==> src/rtl/counter_cmd_seq.sv <==
// Command sequencer in front of the 8-bit up/down counter: buffers
// LOAD/UP/DOWN/HOLD commands in a small FIFO and expands each one into a
// cycle-exact ld_en/en/updwn/datain control sequence.
module counter_cmd_seq #(
   parameter int WIDTH = 8,
   parameter int DEPTH = 4
) (
   input  logic                     clk,
   input  logic                     rst_n,
   input  logic                     cmd_valid,
   output logic                     cmd_ready,
   input  logic [1:0]               cmd_op,
   input  logic [WIDTH-1:0]         cmd_arg,
   input  logic                     abort,
   output logic                     ld_en,
   output logic                     en,
   output logic                     updwn,
   output logic [WIDTH-1:0]         datain,
   output logic                     busy,
   output logic                     done,
   output logic [$clog2(DEPTH):0]   fifo_level
);

   localparam int AW = $clog2(DEPTH);
   localparam int LW = AW + 1;

   typedef enum logic [1:0] {OP_LOAD = 2'b00, OP_UP = 2'b01, OP_DOWN = 2'b10, OP_HOLD = 2'b11} op_e;
   typedef enum logic {IDLE = 1'b0, EXEC = 1'b1} state_e;

   op_e              op_mem  [DEPTH];
   logic [WIDTH-1:0] arg_mem [DEPTH];
   logic [AW-1:0]    wr_ptr, rd_ptr;
   logic [LW-1:0]    count;

   state_e           state, state_d;
   op_e              op_r;
   logic [WIDTH-1:0] arg_r;
   logic [WIDTH-1:0] cnt_r;

   logic full, empty, push, pop;

   assign full       = (count == LW'(DEPTH));
   assign empty      = (count == '0);
   assign cmd_ready  = !full;
   // abort drops any push landing in the same cycle
   assign push       = cmd_valid && !full && !abort;
   assign fifo_level = count;
   assign datain     = arg_r;
   assign busy       = (state == EXEC) || !empty;

   // FIFO storage; pointers wrap naturally because DEPTH is a power of 2
   always_ff @(posedge clk) begin
      if (push) begin
         op_mem[wr_ptr]  <= op_e'(cmd_op);
         arg_mem[wr_ptr] <= cmd_arg;
      end
   end

   // FIFO pointers and occupancy; abort flushes everything queued
   always_ff @(posedge clk) begin
      if (!rst_n) begin
         wr_ptr <= '0;
         rd_ptr <= '0;
         count  <= '0;
      end else if (abort) begin
         wr_ptr <= '0;
         rd_ptr <= '0;
         count  <= '0;
      end else begin
         if (push) wr_ptr <= wr_ptr + 1'b1;
         if (pop)  rd_ptr <= rd_ptr + 1'b1;
         count <= count + LW'(push) - LW'(pop);
      end
   end

   // state register plus the latched command; cnt_r counts down to the last cycle
   always_ff @(posedge clk) begin
      if (!rst_n) begin
         state <= IDLE;
         op_r  <= OP_LOAD;
         arg_r <= '0;
         cnt_r <= '0;
      end else begin
         state <= state_d;
         if (pop) begin
            op_r  <= op_mem[rd_ptr];
            arg_r <= arg_mem[rd_ptr];
            // LOAD is always one cycle; N=0 still takes one cycle
            if (op_mem[rd_ptr] == OP_LOAD || arg_mem[rd_ptr] == '0)
               cnt_r <= '0;
            else
               cnt_r <= arg_mem[rd_ptr] - WIDTH'(1);
         end else if (state == EXEC && cnt_r != '0) begin
            cnt_r <= cnt_r - WIDTH'(1);
         end
      end
   end

   // next state, pop decision and control decode from registered state only
   always_comb begin
      state_d = state;
      pop     = 1'b0;
      ld_en   = 1'b0;
      en      = 1'b0;
      updwn   = 1'b0;
      done    = 1'b0;
      case (state)
         IDLE: begin
            if (!empty) begin
               pop     = 1'b1;
               state_d = EXEC;
            end
         end
         EXEC: begin
            ld_en = (op_r == OP_LOAD);
            en    = (op_r == OP_UP || op_r == OP_DOWN) && (arg_r != '0);
            updwn = (op_r == OP_UP);
            if (cnt_r == '0) begin
               done = 1'b1;
               // chain straight into the next command with no bubble
               if (!empty) pop = 1'b1;
               else        state_d = IDLE;
            end
         end
         default: state_d = IDLE;
      endcase
      if (abort) begin
         pop     = 1'b0;
         state_d = IDLE;
      end
   end

endmodule

==> config.mk <==
export PLATFORM = sky130hd
export DESIGN_NAME = counter_cmd_seq
export DESIGN_NICKNAME = d
export VERILOG_FILES = /design/src/rtl/counter_cmd_seq.sv
export SDC_FILE = /design/constraint.sdc
export NUM_CORES = 1
export LEC_CHECK = 0
export ABC_AREA = 1
export BUFFER_PORTS_ARGS = -buffer_cell sky130_fd_sc_hd__clkbuf_2
export CAP_MARGIN = 25
export CORE_MARGIN = 5
export CORE_UTILIZATION = 51
export DETAILED_ROUTE_END_ITERATION = 7
export PLACE_DENSITY_LB_ADDON = 0.05
export SLEW_MARGIN = 5
export SYNTH_ARGS = -nofsm -noshare
export SYNTH_HDL_FRONTEND = slang
export SYNTH_SLANG_ARGS = --single-unit
==> constraint.sdc <==
create_clock -name clk -period 6.14 [get_ports clk]
set_clock_uncertainty 0.1 [all_clocks]
set_input_delay 1.228 -clock clk [delete_from_list [all_inputs] [get_ports clk]]
set_output_delay 1.228 -clock clk [all_outputs]
set_load 0.005 [all_outputs]
# [After elaboration in Yosys (flattened, before gate mapping)]
# Memories as Yosys holds them, arrays and structs flattened. A register that Yosys moved wholly into a read port is not among the register bits.
# Cells that the tools add are included.
[totals] reg_bits=26 mem_bits_rw=40 input_bits=14 output_inout_bits=17 word_cells=59 n_memories=2
[memory_table] name="arg_mem" words=4 word_bits=8 read_ports=1 rd_ports_with_merged_regs=1 write_ports=1 line="31" rtl="logic [WIDTH-1:0] arg_mem [DEPTH];"
[memory_table] name="op_mem" words=4 word_bits=2 read_ports=1 rd_ports_with_merged_regs=1 write_ports=1 line="30" rtl="op_e op_mem [DEPTH];"
[classes] addsub=6 n_eq_ne=3 mux=20 n_bitwise=2 n_reduce_logical=19
[op_table] op="$mux 8" count=3
[op_table] op="$logic_not 8->1" count=2
[op_table] op="$reduce_bool 8->1" count=2
[op_table] op="$sub 8x1->8 const B" count=2
[op_table] op="$mux 1" count=11
[op_table] op="$mux 2" count=4
[op_table] op="$add 2x1->2 const B" count=2
[op_table] op="$logic_and 1x1->1" count=4
[op_table] op="$logic_not 2->1" count=2
[op_table] op="$pmux 1 s2" count=2
[op_table] op="$add 3x1->3" count=1
[op_table] op="$eq 3x3->1 const B" count=1
[op_table] op="$logic_not 1->1" count=3
[op_table] op="$logic_not 3->1" count=1
[op_table] op="$logic_or 1x1->1" count=3
[op_table] op="$sub 3x1->3" count=1
[op_table] op="$eq 2x1->1 const B" count=1
[op_table] op="$eq 2x2->1 const B" count=1
[op_table] op="$not 1->1" count=2
[op_table] op="$reduce_bool 2->1" count=1
[op_table] op="$reduce_or 2->1" count=1

# [Depth between registers and ports, before layout]
# Gate-level depths: netlist of the first run.
[logic_depth] word_depth=7 depth_mapped=14 mapped_depth_nobuf=13

# [Worst setup path before layout of the first run]
# No wires, ideal clock.
[synth_path] path_kind="input to register" from="input abort" to="register count[2] (netlist: fifo_level[2])" setup_ps=70 arrival_ps=2918 required_ps=5970 path_slack_ps=3053 path_stages=11 n_path_buf=1 path_cell_list="nor2_1 -> nand2_2 -> inv_1 -> buf_2 -> ha_1 -> inv_1 -> ha_1 -> inv_1 -> fa_1 -> or2_2 -> a21oi_1"
[synth_between] elab_chain_cells=4 elab_cells_between_ends=6 cone_classes="add/sub (2); mux (1); reduce/logical (3)"
[synth_lines] element="start: declaration" line="14" rtl="input logic abort,"
[synth_lines] element="$logic_not 1->1" line="46" rtl="assign push = cmd_valid && !full && !abort;"
[synth_lines] element="$logic_and 1x1->1" line="46"
[synth_lines] element="$add 3x1->3" line="72" rtl="count <= count + LW'(push) - LW'(pop);"
[synth_lines] element="$sub 3x1->3" line="72"
[synth_lines] element="end signal: assignment" line="72"
[synth_lines] element="end: declaration" line="33" rtl="logic [LW-1:0] count;"
# Several ways; a longest one is shown, not always the timed one.
# A chain may end at the register's enable or synchronous reset.

# [Worst setup path in the final report of the first run]
# Same ends and word-level chain as after synthesis.

==> results of run 1 <==
==> cell usage after synthesis (2+ instances only) <==
library cell	number
nand2_1	84
edfxtp_1	40
inv_1	36
nand3_1	29
dfxtp_1	28
a21oi_1	25
nor2_1	23
o21ai_0	17
ha_1	12
o21ai_1	7
buf_2	6
xor2_1	5
nor2_4	3
xnor2_1	3
nand2_2	2
nor3_1	2
nor4_1	2
o21a_1	2
==> routing by layer <==
layer / routed length [um] / GRT usage (%)
met1: 3000 / 24.1
met2: 2880 / 26.5
met3: 325 / 6.15
met4: 91 / 7.14
met5: 0 / 0
==> logic make-up after synthesis <==
kind of cell,share of synthesized area [%]
AND/OR/NAND/NOR,20.4
XOR/XNOR,2.21
flip-flops,55.7
buffers and inverters,6.72
adder cells (fa/ha/maj),5.38
AO/OA/AOI/OAI,9.57
==> critical path: stages <==
cell and delay [ns]:
clkbuf_2 0.10, nor2_1 0.20, nand2_2 0.21, inv_1 0.47
ha_1 0.33, inv_1 0.06, ha_1 0.13, inv_1 0.05
fa_1 0.37, or2_2 0.30, a21oi_1 0.11
==> stage by stage <==
stage | total power, mW | cells | hold slack (ns) | worst slack (ns) | utilization [%]
3_5_place_dp | 0.649 | 437 | 0.361 | 2.39 | 55.8
4_1_cts | 1.04 | 453 | 0.371 | 2.76 | 59.3
3_3_place_gp | 0.647 | 437 | 0.362 | 2.46 | 55.8
5_1_grt | 1.08 | 454 | 0.394 | 2.50 | 59.4
2_1_floorplan | 0.616 | 341 | 0.337 | 3.05 | -
6_report | 1.03 | 454 | 0.368 | 2.76 | 59.4
==> cell type report <==
| class | instances | area (sq um) |
|---|---|---|
| Sequential cell | 68 | 1760 |
| Fill cell | 524 | 2430 |
| Clock inverter | 5 | 76.3 |
| Clock buffer | 11 | 131 |
| Inverter | 38 | 143 |
| Multi-Input combinational cell | 225 | 1190 |
| Tap cell | 75 | 93.8 |
| Timing Repair Buffer | 32 | 165 |
==> power by group through the flow <==
stage               combinational [mW]  clock [mW]  sequential (mW)
finish                           0.124       0.392            0.514
CTS                              0.125       0.400            0.514
global route                     0.142       0.423            0.516
floorplan                       0.0946           0            0.522
global placement                 0.124           0            0.524
detailed placement               0.125           0            0.524
==> registers in the layout, indices dropped and copies added, names as in the netlist, named ones only <==
signal	cells
fifo_level	3
datain	8
rd_ptr	2
op_r	2
cnt_r	8
wr_ptr	2
op_mem	8
state	1
arg_mem	32
==> worst max path at each step <==
stage	endpoint
2_1_floorplan	fifo_level[2]
3_3_place_gp	fifo_level[2]
3_5_place_dp	fifo_level[2]
4_1_cts	fifo_level[2]
5_1_grt	fifo_level[2]
6_report	fifo_level[2]
==> results.json, run 1 <==
{
  "status": "complete, no violations",
  "power_switching_mw": 0.257,
  "finalNetCount": 401,
  "crit_start": "abort",
  "finalSetupViolations": 0,
  "seqPwrFrac_pct": 49.9,
  "min_to": "op_r[1]",
  "core_sq_um": 5990,
  "wl_per_cell_um": 13.9,
  "p_clk_share_pct": 38.1,
  "netlist_area_sq_um": 3160,
  "antenna_cells": 0,
  "syn-num-nets": 368,
  "synthArstFlopShare_pct": 0,
  "grt_pass1_wl_um": 10400,
  "dpl.hpwl_um": 4360,
  "cts.sinks": 68,
  "vias_per_cell": 5.15,
  "end_kind": "flip-flop",
  "period_share_pct": 55.1,
  "combinationalPowerShare_pct": 12.1,
  "synth_edf_count": 40,
  "period_needed_ns": 3.38,
  "antenna_found_initial": 0,
  "grt_pass1_vias": 2180,
  "hold_violations": 0,
  "timing.fmax_mhz": 296,
  "holdBufCountCts": 0,
  "synth-seq-area-share_pct": 55.7,
  "pwr_density_cell_nw_per_um2": 289,
  "ys_seq_elements": 68,
  "drc": 0,
  "post_dp_cell_area_sq_um": 3350,
  "drv_cap": 0,
  "die_x_um": 88.8,
  "ys_types": 33,
  "r2r-start": "cnt_r[0]",
  "holdPathStages": 2,
  "r2r_cells": 13,
  "critPathRequiredTime_ns": 6.32,
  "root_buffer": "clkbuf_8",
  "worstMarginPinSlew_ns": 0.993,
  "die_area_sq_um": 7880,
  "cts_buffers": 9,
  "worstSetupPathType": "input pin to flip-flop",
  "p_sw_share_pct": 24.9,
  "post_cts_buffers": 0,
  "mostFrequentLayoutCells": "nand2_1, edfxtp_1, inv_1, clkbuf_2, nand3_1",
  "cp_max_fo": 20,
  "synth.area.top_cells": "edfxtp_1, dfxtp_1, nand2_1, ha_1, nand3_1",
  "report.final.slew_viol_count": 0,
  "r2r-end": "fifo_level[2]",
  "htree_levels": 3,
  "r2r_slack_ns": 2.85,
  "clk_pin_slew_worst_paths_ns": 0.07,
  "synth_top_area_cell": "edfxtp_1",
  "synth_ff_type": "edfxtp_1",
  "row_count": 28,
  "synthToLayoutAreaGrowth_pct": 12.5,
  "ios": 31,
  "hp-class": "flip-flop to flip-flop",
  "max-slew-margin-rel_pct": 33.6,
  "first_pass_iters": 4,
  "syn_area_per_cell_sq_um": 9.28,
  "syn_inst": 341,
  "hp-start": "op_r[1]",
  "final_area_sq_um": 3560,
  "port-buffer-count": 30,
  "initial_core_util_pct": 52.8,
  "clock_latency_ns": 0.34,
  "overflow": 0,
  "intPower_mw": 0.774,
  "tritoncts": "yes",
  "cp-start-kind": "input pin",
  "rsz0062_at_grt": "false",
  "drtIter0Drc": 95,
  "wirelength_um": 6300,
  "cts_resized": 0,
  "synth_top_area_share_pct": 38.0,
  "clockBufferDepth": 2,
  "arrival_ns": 3.57,
  "detail-route-antenna-nets": 0,
  "layout_commonest_cell": "nand2_1",
  "drive_gt1_share_pct": 14.5,
  "vias": 2337,
  "p_leak_nw": 1.51,
  "yosysWarnings": 0,
  "ir_worst_vdd_mv": 0.176,
  "fin_tns_setup_ns": 0,
  "die_h_um": 88.8,
  "grt_usage_pct": 17.9,
  "finalWeightedCongestion": 0.812,
  "grt_start_max_net_pins": 22
}
Note: power is estimated with default switching activity, not from simulation.
==> run 2, diff against run 1 <==
==> constraint.sdc (replaced) <==
create_clock -name clk -period 3.03 [get_ports clk]
set_clock_uncertainty 0.1 [all_clocks]
set_input_delay 0.606 -clock clk [delete_from_list [all_inputs] [get_ports clk]]
set_output_delay 0.606 -clock clk [all_outputs]
set_load 0.005 [all_outputs]
==> results.json, run 2 (synthesized netlist as in run 1, its figures left out) <==
{
  "status": "complete, no violations",
  "holdBufCountCts": 0,
  "p_leak_nw": 1.54,
  "timing.fmax_mhz": 384,
  "root_buffer": "clkbuf_8",
  "dpl.hpwl_um": 4450,
  "critPathRequiredTime_ns": 3.20,
  "wirelength_um": 6320,
  "arrival_ns": 2.77,
  "vias_per_cell": 5.06,
  "initial_core_util_pct": 52.8,
  "detail-route-antenna-nets": 0,
  "intPower_mw": 1.57,
  "grt_usage_pct": 17.9,
  "cp-start-kind": "flip-flop",
  "cts.sinks": 68,
  "clockBufferDepth": 2,
  "cts_buffers": 9,
  "layout_commonest_cell": "nand2_1",
  "tritoncts": "yes",
  "grt_pass1_wl_um": 10400,
  "ios": 31,
  "r2r-end": "fifo_level[2]",
  "finalNetCount": 408,
  "drive_gt1_share_pct": 16.3,
  "p_sw_share_pct": 25.3,
  "r2r_slack_ns": 0.43,
  "cp_max_fo": 10,
  "wl_met1_um": 3100,
  "place_inst": 445,
  "p_total_mw": 2.10,
  "grt_start_max_net_pins": 21,
  "wl_per_cell_um": 13.7,
  "post_cts_buffers": 0,
  "regMostFlops": "arg_mem",
  "vias": 2331,
  "end_kind": "flip-flop",
  "period_share_pct": 85.9,
  "fin_tns_setup_ns": 0,
  "crit_start": "cnt_r[0]",
  "rsz0062_at_grt": "false",
  "die_x_um": 88.8,
  "synthToLayoutAreaGrowth_pct": 14.4,
  "drv_cap": 0,
  "finalWeightedCongestion": 0.790,
  "wl_met2_um": 2840,
  "overflow": 0,
  "max-slew-margin-rel_pct": 65.6,
  "worstSetupPathType": "flip-flop to flip-flop",
  "clk_pin_slew_worst_paths_ns": 0.08,
  "antenna_found_initial": 0,
  "p_clk_share_pct": 38.2,
  "report.final.slew_viol_count": 0,
  "drc": 0,
  "hold_violations": 0,
  "htree_levels": 3,
  "wl_met3_um": 214,
  "seqPwrFrac_pct": 49.5,
  "fin_hold_ws_ns": 0.365,
  "min_to": "op_r[1]",
  "slowest_stage": "fa_1",
  "path_cells": "inv_1, ha_1, nand2_1, o21ai_4, nand2_2, inv_1, ha_1, inv_1, ha_1, inv_1, fa_1, or2_2, a21oi_1",
  "ir_worst_vdd_mv": 0.341,
  "largest_reg_flops": 32,
  "drtIter0Drc": 105,
  "cpMostUsedCell": "inv_1",
  "hp-start": "op_r[1]",
  "port-buffer-count": 30,
  "finalSetupViolations": 0,
  "antenna_cells": 0,
  "holdPathStages": 2,
  "hp-class": "flip-flop to flip-flop",
  "first_pass_iters": 4,
  "die_h_um": 88.8,
  "max_stage_delay_ns": 0.37,
  "r2r_cells": 13,
  "die_area_sq_um": 7880,
  "worstMarginPinSlew_ns": 0.515,
  "r2r-start": "cnt_r[0]",
  "core_sq_um": 5990,
  "stdcell_count": 461,
  "grt_pass1_vias": 2137,
  "cts_resized": 0,
  "pwr_density_cell_nw_per_um2": 581,
  "clock_latency_ns": 0.34,
  "row_count": 28,
  "combinationalPowerShare_pct": 12.3,
  "mostFrequentLayoutCells": "nand2_1, edfxtp_1, inv_1, clkbuf_2, nand3_1",
  "power_switching_mw": 0.533,
  "highest_layer": "met4",
  "period_needed_ns": 2.60
}
[run 2: worst max-delay path by stage]
stage	depth (start not counted)	endpoint
2_1_floorplan	14	fifo_level[2]
3_3_place_gp	13	fifo_level[2]
3_5_place_dp	13	fifo_level[2]
4_1_cts	13	fifo_level[2]
5_1_grt	13	fifo_level[2]
6_report	13	fifo_level[2]
[run 2: layout make-up]
cell class	instances	area (sq um)
Tap cell	75	93.8
Clock buffer	9	124
Multi-Input combinational cell	225	1190
Clock inverter	7	91.3
Sequential cell	68	1760
Timing Repair Buffer	39	218
Fill cell	565	2370
Inverter	38	143
[run 2: layer usage]
layer	vias to the layer above	track usage, %
met4	0	9.75
met1	1078	24.4
met5	-	0
met3	12	4.00
li1	1206	-
met2	35	26.5
[run 2: stage by stage]
step	util (%)	setup slack (ns)	instance area, sq um
after floorplan	-	0.435	3160
after global placement	56.9	0.518	3410
after detailed placement	56.9	0.439	3410
after CTS	60.4	0.408	3620
after global routing	60.4	0.235	3620
final	60.4	0.429	3620
[run 2: power by group through the flow]
| stage | sequential (mW) | combinational [mW] | clock [mW] |
|---|---|---|---|
| finish | 1.04 | 0.258 | 0.804 |
| global route | 1.04 | 0.298 | 0.864 |
| CTS | 1.04 | 0.262 | 0.815 |
| detailed placement | 1.06 | 0.260 | 0 |
| global placement | 1.06 | 0.257 | 0 |
| floorplan | 1.06 | 0.192 | 0 |
[run 2: critical path, delay by kind of cell (launching register included)]
kind	cells	cell delay, ns
adders and majority gates	4	0.87
and+or+nand+nor	3	0.50
AOI/OAI and AO/OA	2	0.44
DFF	1	0.31
buffers and inverters	4	0.30
==> run 3, diff against run 2 <==
--- a/config.mk
+++ b/config.mk
@@ -7,11 +7,10 @@
 export LEC_CHECK = 0
 export ABC_AREA = 1
 export BUFFER_PORTS_ARGS = -buffer_cell sky130_fd_sc_hd__clkbuf_2
-export CAP_MARGIN = 25
 export CORE_MARGIN = 5
 export CORE_UTILIZATION = 51
 export DETAILED_ROUTE_END_ITERATION = 7
-export PLACE_DENSITY_LB_ADDON = 0.05
+export PLACE_DENSITY = 0.72
 export SLEW_MARGIN = 5
 export SYNTH_ARGS = -nofsm -noshare
 export SYNTH_HDL_FRONTEND = slang
==> results.json, run 3 (synthesized netlist as in run 1, its figures left out) <==
{
  "tritoncts": "yes",
  "ios": 31,
  "finalWeightedCongestion": 0.851,
  "clockBufferDepth": 2,
  "largest_reg_flops": 32,
  "vias": 2354,
  "first_pass_iters": 4,
  "dpl.hpwl_um": 4270,
  "endpoint": "fifo_level[2]",
  "nFillCells": 524,
  "cts_buffers": 9,
  "period_share_pct": 84.3,
  "clock_latency_ns": 0.35,
  "antenna_found_initial": 0,
  "p_leak_nw": 1.51,
  "rsz0062_at_grt": "false",
  "drtIter0Drc": 95,
  "mostFrequentLayoutCells": "nand2_1, edfxtp_1, inv_1, clkbuf_2, nand3_1",
  "drv_cap": 0,
  "timing.fmax_mhz": 392,
  "grt_pass1_vias": 2229,
  "port-buffer-count": 30,
  "r2r-start": "cnt_r[0]",
  "path_cells": "inv_1, ha_1, nand2_1, o21ai_4, nand2_2, inv_1, ha_1, inv_1, ha_1, inv_1, fa_1, or2_2, a21oi_1",
  "fin_tns_setup_ns": 0,
  "max-slew-margin-rel_pct": 61.3,
  "die_h_um": 88.8,
  "grt_usage_pct": 17.2,
  "status": "complete, no violations",
  "cp-start-kind": "flip-flop",
  "report.final.slew_viol_count": 0,
  "critPathRequiredTime_ns": 3.21,
  "detail-route-antenna-nets": 0,
  "htree_levels": 3,
  "crit_start": "cnt_r[0]",
  "wl_met3_um": 327,
  "cts.sinks": 68,
  "ir_worst_vdd_mv": 0.341,
  "wirelength_um": 6160,
  "hold_violations": 0,
  "grt_pass1_wl_um": 10200,
  "post_cts_buffers": 0,
  "regMostFlops": "arg_mem",
  "post_dp_cell_area_sq_um": 3400,
  "initial_core_util_pct": 52.8,
  "finalSetupViolations": 0,
  "multi_input_area_sq_um": 1190,
  "final_area_sq_um": 3560,
  "vias_per_cell": 5.12,
  "end_kind": "flip-flop",
  "cts_resized": 0,
  "finalNetCount": 407,
  "antenna_cells": 0,
  "cp_max_fo": 10,
  "wl_per_cell_um": 13.4,
  "drc": 0,
  "wl_met2_um": 2930,
  "wl_met1_um": 2820,
  "holdBufCountCts": 0,
  "die_area_sq_um": 7880,
  "regArea_sq_um": 1760,
  "period_needed_ns": 2.55,
  "max_stage_delay_ns": 0.37,
  "r2r_cells": 13,
  "slowest_stage": "fa_1",
  "overflow": 0,
  "die_x_um": 88.8,
  "r2r-end": "fifo_level[2]",
  "drive_gt1_share_pct": 15.8,
  "pwr_density_cell_nw_per_um2": 541,
  "fin_hold_ws_ns": 0.366,
  "clk_pin_slew_worst_paths_ns": 0.07,
  "row_count": 28,
  "hp-class": "flip-flop to flip-flop",
  "worstSetupPathType": "flip-flop to flip-flop",
  "core_sq_um": 5990,
  "highest_layer": "met4",
  "root_buffer": "clkbuf_8",
  "worstMarginPinSlew_ns": 0.579,
  "arrival_ns": 2.73,
  "layout_commonest_cell": "nand2_1",
  "r2r_slack_ns": 0.48,
  "cpMostUsedCell": "inv_1",
  "synthToLayoutAreaGrowth_pct": 12.5,
  "grt_start_max_net_pins": 21
}
-- run 3: changes by cell type in the layout (fill, tap and decap cells not counted), sizes merged --
cell,before,now
clkbuf,39,41
buf,9,8
bufinv,2,0
-- run 3: worst max-delay path, delay by kind of cell, from the launching register on --
kind | cells | cell delay [ns]
fa+ha+maj | 4 | 0.88
simple gates | 3 | 0.47
compound gates | 2 | 0.43
flops | 1 | 0.31
buf+inv | 4 | 0.30
-- run 3: worst min-delay path by stage --
stage                     startpoint           end  slack (ns)  cells past startpoint
after floorplan              op_r[1]       op_r[1]        0.34                      2
after global placement       op_r[1]       op_r[1]        0.36                      2
after detailed placement     op_r[1]       op_r[1]        0.36                      2
after CTS                  cmd_op[0]  op_mem[0][0]        0.37                      1
after global routing       cmd_op[0]  op_mem[0][0]        0.36                      1
final                        op_r[1]       op_r[1]        0.37                      2
-- run 3: stage by stage --
step / cells / setup WS (ns) / util, % / total power [mW]
floorplan: 341 / 0.435 / - / 1.25
detailed placement: 444 / 0.491 / 56.7 / 1.32
CTS: 460 / 0.477 / 59.4 / 1.93
global placement: 444 / 0.538 / 56.7 / 1.31
global route: 460 / 0.249 / 59.4 / 2.02
finish: 460 / 0.477 / 59.4 / 1.92
-- run 3: layout make-up --
class	count	area share, %
Sequential cell	68	49.5
Multi-Input combinational cell	225	33.4
Timing Repair Buffer	38	5.91
Inverter	38	4.01
Clock buffer	11	3.69
Tap cell	75	2.64
Clock inverter	5	0.809
-- run 3: where the power goes --
group,internal [mW],switching [mW]
clock network,0.291,0.334
logic,0.0988,0.160
registers,1.01,0.0270
-- run 3: routing by layer --
layer / GRT usage, % / vias to the layer above
met1: 21.1 / 1092
met3: 4.75 / 10
met2: 28.1 / 44
li1: - / 1208
met4: 8.24 / 0
met5: 0 / -
